==> src/rtl/uart_rx_fifo.sv <==
// Receive-side buffer for the UART receiver. It drains each received frame
// with a one-cycle active-low read strobe and stores the byte together with its
// parity and frame error flags in a circular FIFO. The oldest entry is shown
// to the CPU.
module uart_rx_fifo #(
    parameter int DEPTH_LOG2 = 3,
    parameter int HOLDOFF    = 4
) (
    input  logic                  clk16x,
    input  logic                  clrn,
    input  logic                  r_ready,
    input  logic [7:0]            d_in,
    input  logic                  parity_error_in,
    input  logic                  frame_error_in,
    output logic                  rdn_rx,
    input  logic                  cpu_rd,
    output logic [7:0]            q,
    output logic                  q_perr,
    output logic                  q_ferr,
    output logic                  empty,
    output logic                  full,
    output logic [DEPTH_LOG2:0]   count,
    output logic                  overrun,
    input  logic                  clr_overrun
);

    localparam int DEPTH = 1 << DEPTH_LOG2;
    localparam int GW    = (HOLDOFF > 1) ? $clog2(HOLDOFF) : 1;
    localparam logic [DEPTH_LOG2:0] FULL_CNT   = (DEPTH_LOG2 + 1)'(DEPTH);
    localparam logic [GW-1:0]       GUARD_LOAD = GW'(HOLDOFF - 1);

    typedef enum logic [1:0] {
        IDLE  = 2'd0,
        READ  = 2'd1,
        GUARD = 2'd2
    } state_t;

    state_t                state, state_next;
    logic [GW-1:0]         guard, guard_next;
    logic                  rdn_next;
    logic                  snap_load;
    logic                  perr_snap, ferr_snap;
    logic                  push, pop, wr_en, drop;
    logic [DEPTH_LOG2-1:0] wptr, rptr;
    logic [9:0]            mem [DEPTH];

    // Handshake sequencing: accept a ready frame, strobe for one cycle, then ignore ready for HOLDOFF cycles
    always_comb begin
        state_next = state;
        guard_next = guard;
        rdn_next   = 1'b1;
        snap_load  = 1'b0;
        push       = 1'b0;
        case (state)
            IDLE: begin
                if (r_ready) begin
                    snap_load  = 1'b1;
                    rdn_next   = 1'b0;
                    state_next = READ;
                end
            end
            READ: begin
                push       = 1'b1;
                guard_next = GUARD_LOAD;
                state_next = GUARD;
            end
            GUARD: begin
                if (guard == '0) begin
                    state_next = IDLE;
                end else begin
                    guard_next = guard - 1'b1;
                end
            end
            default: state_next = IDLE;
        endcase
    end

    // FSM state, read strobe and error-flag snapshot registers
    always_ff @(posedge clk16x or negedge clrn) begin
        if (!clrn) begin
            state     <= IDLE;
            guard     <= '0;
            rdn_rx    <= 1'b1;
            perr_snap <= 1'b0;
            ferr_snap <= 1'b0;
        end else begin
            state  <= state_next;
            guard  <= guard_next;
            rdn_rx <= rdn_next;
            // The receiver clears its flags as soon as rdn falls, so they are captured on the accepting edge
            if (snap_load) begin
                perr_snap <= parity_error_in;
                ferr_snap <= frame_error_in;
            end
        end
    end

    assign empty = (count == '0);
    assign full  = (count == FULL_CNT);
    assign pop   = cpu_rd & ~empty;
    assign wr_en = push & (~full | pop);
    assign drop  = push & full & ~pop;

    // Pointer, occupancy and sticky overrun bookkeeping
    always_ff @(posedge clk16x or negedge clrn) begin
        if (!clrn) begin
            wptr    <= '0;
            rptr    <= '0;
            count   <= '0;
            overrun <= 1'b0;
        end else begin
            if (wr_en) wptr <= wptr + 1'b1;
            if (pop)   rptr <= rptr + 1'b1;
            case ({wr_en, pop})
                2'b10:   count <= count + 1'b1;
                2'b01:   count <= count - 1'b1;
                default: count <= count;
            endcase
            if (drop) begin
                overrun <= 1'b1;
            end else if (clr_overrun) begin
                overrun <= 1'b0;
            end
        end
    end

    // Entry storage; deliberately not reset
    always_ff @(posedge clk16x) begin
        if (wr_en) begin
            mem[wptr] <= {d_in, perr_snap, ferr_snap};
        end
    end

    // Show-ahead head entry, forced to zero while empty
    always_comb begin
        q      = '0;
        q_perr = 1'b0;
        q_ferr = 1'b0;
        if (!empty) begin
            {q, q_perr, q_ferr} = mem[rptr];
        end
    end

endmodule

==> config.mk <==
export PLATFORM = sky130hd
export DESIGN_NAME = uart_rx_fifo
export DESIGN_NICKNAME = d
export VERILOG_FILES = /design/src/rtl/uart_rx_fifo.sv
export SDC_FILE = /design/constraint.sdc
export NUM_CORES = 1
export LEC_CHECK = 0
export CAP_MARGIN = 20
export CORE_ASPECT_RATIO = 0.7
export CORE_MARGIN = 5
export CORE_UTILIZATION = 50
export DETAILED_ROUTE_END_ITERATION = 7
export GPL_TIMING_DRIVEN = 0
export PLACE_DENSITY = 0.73
export SYNTH_ARGS = -nofsm -noshare
export SYNTH_HDL_FRONTEND = slang
export SYNTH_SLANG_ARGS = --single-unit
==> constraint.sdc <==
create_clock -name clk16x -period 2.25 [get_ports clk16x]
set_clock_uncertainty 0.15 [all_clocks]
set_input_delay 0.225 -clock clk16x [delete_from_list [all_inputs] [get_ports clk16x]]
set_output_delay 0.225 -clock clk16x [all_outputs]
set_load 0.02 [all_outputs]
==> results.toml <==
[clock_tree]
cts.clk_slew.worst_paths_ns = 0.07
cts_buffer_depth = 2
h-tree-depth = 3
clock_sinks = 98
insertion_delay_ns = 0.34
numCtsBuffers = 9
cts_tree = "done"
cts-root-buf = "clkbuf_16"

[logic_synthesis]
netlist_instances = 230
ys_warn_count = 0
synth.avg_cell_area_sq_um = 17.4
synth-async-reset-ratio_pct = 18.4
synth_edf_count = 80
syn_area_sq_mm = 0.00401
synth_cell_types = 36
syn_nets = 249
synth_seq_cells = 98
ys.flop_type = "edfxtp_1"
ys_seq_area_share_pct = 71.3

[grt]
grt_max_degree = 19
grt_pass1_wl_mm = 13.2
grt_pass1_vias = 2340
grt_use_total_pct = 18.3
antenna_found_initial = 0
grt-ovfl-total = 0

[floorplanning]
num_rows = 27
ios = 33
die_h_um = 84.9
dieArea_sq_mm = 0.00993
dieWidth_um = 117
coreArea_sq_mm = 0.00784
initial_utilization_pct = 51.1

[layout]
drive_gt1_share_pct = 37.4
area_growth_syn_to_layout_pct = 29.4
final_common_cell = "edfxtp_1"
fin_nets = 319
diodes = 0
stdcell_area_sq_mm = 0.00518
final_cell_mix = "edfxtp_1 (80), buf_4 (23), mux4_2 (20), clkdlybuf4s50_1 (19)"

[sta]
tightest_slew_ns = 0.829
drv_slew = 0
fin_crit_ns = 2.28
hold_violations = 0
fin_ws_ns = -0.0348
rsz0062_at_grt = "yes"
finalSetupViolCount = 6
relSlewSlack_pct = 44.6
fmax_mhz = 438
period_share_pct = 102

[drt]
first_pass_iters = 4
routed_via_density = 5.75
routed_wl_mm = 8.92
vias = 2335
drt_iter0_drc = 192
drt-wirelength-per-cell_um = 22.0
drc = 0
antenna_left = 0

[setup_path]
crit_type = "register to output pin"
crit_fanout = 5
cp-start-kind = "register"
cp-end-kind = "output pin"
cp.required_ns = 1.88
cp_data_arrival_time_ns = 1.91

[power]
leakage_nw = 1.89
ir_drop_v = 0.000690
pwr_density_cell_mw_per_mm2 = 1320

[outcome]
status = "finished with violations"
violations = "negative setup slack"

[place]
gp_congestion = 0.789
placed_cell_area_sq_mm = 0.00445
hpwl_mm = 4.79
preCtsSetupSlack_ns = -0.545
numPortBuffers = 31

[run]
maxCapViolCount = 0

[hold_path]
hp-class = "input port to register"
## registers in the layout, indices dropped and copies added (netlist names), 2 cells and up
register,cells
count,4
guard,2
mem,80
rptr,3
state,2
wptr,3
## path summary, 6_finish.rpt
check,start,endpoint,slack (ns),cells past startpoint
worst min register to register,overrun,overrun,0.38,2
max in group asynchronous,clrn,count[3],1.17,1
worst max-delay path,rptr[0],q[6],-0.03,5
min in group asynchronous,clrn,guard[0],0.21,1
worst max register to register,count[0],count[2],0,8
worst min-delay path,cpu_rd,rptr[2],0.11,3
## cells by family (layout without fill, tap and decap cells)
family,after synthesis,after routing,synth area share (%)
AND/OR/NAND/NOR,58,58,7.31
flip-flops,98,98,71.3
adder cells (fa/ha/maj),4,4,1.25
multiplexers,35,35,15.1
XOR/XNOR,4,4,0.875
buffers and inverters,17,92,1.78
AO/OA/AOI/OAI,14,14,2.41
## critical path, stage by stage, from the launching register on
cell and delay [ns]:
dfrtp_2 0.50, buf_12 0.17, mux4_2 0.50, mux2i_1 0.19, nor2_1 0.05, buf_2 0.15
## metrics by stage
step	util (%)	power, mW	cells	setup TNS, ns	hold slack [ns]
after floorplan	-	3.98	230	-3.63	-0.221
after global placement	56.8	4.74	362	-33.40	0.361
after detailed placement	56.8	4.80	362	-39.22	0.368
after CTS	65.1	6.70	399	-0.420	0.0945
after global routing	66.1	7.20	406	-0.806	0.133
final	66.1	6.85	406	-0.0875	0.112
## layout make-up
class                   count  area [sq um]
inverters                   7          28.8
clock inverters             7          83.8
fillers                   528          2660
clock buffers               9           225
repair buffers             59           559
well taps                 101           126
multi-input cells         115          1210
flip-flops and latches     98          2860
plain buffers              10          91.3
## report_power, final
group	switching, mW	total (mW)	internal (mW)
logic	1.42	2.77	1.35
clock network	0.677	1.56	0.885
registers	0.260	2.52	2.26
total	2.36	6.85	4.50
## routing by layer
| metal | routed length, um | vias to the layer above | GRT usage, % |
|---|---|---|---|
| met5 | 0 | - | 0 |
| met3 | 597 | 13 | 5.70 |
| met4 | 110 | 0 | 4.90 |
| li1 | - | 1035 | - |
| met2 | 4520 | 101 | 28.4 |
| met1 | 3690 | 1186 | 25.4 |
## synth_stat cells, types with 2 or more instances
| library cell | count | area (sq um) |
|---|---|---|
| nor3b_1 | 3 | 22.5 |
| nor2b_1 | 2 | 12.5 |
| inv_1 | 5 | 18.8 |
| mux2_2 | 4 | 45.0 |
| xnor2_1 | 4 | 35.0 |
| mux4_2 | 20 | 450 |
| nand3_1 | 3 | 15.0 |
| nand2_1 | 13 | 48.8 |
| ha_1 | 4 | 50.1 |
| a21o_1 | 2 | 15.0 |
| mux2i_1 | 11 | 110 |
| buf_2 | 5 | 25.0 |
| nand2b_1 | 5 | 31.3 |
| edfxtp_1 | 80 | 2400 |
| nor2_1 | 18 | 67.6 |
| a21oi_1 | 4 | 20.0 |
| clkbuf_1 | 5 | 18.8 |
| dfrtp_1 | 17 | 425 |
| nor3_1 | 7 | 35.0 |
| o21ai_0 | 2 | 10.0 |
## repair_timing
item,in CTS,in global routing
hold buffers,0,0
resized for setup,82,19
pin swaps,8,2
setup endpoints to repair,94,94
gates cloned,2,0
setup buffers,19,9
Note: power is estimated with default switching activity, not from simulation.
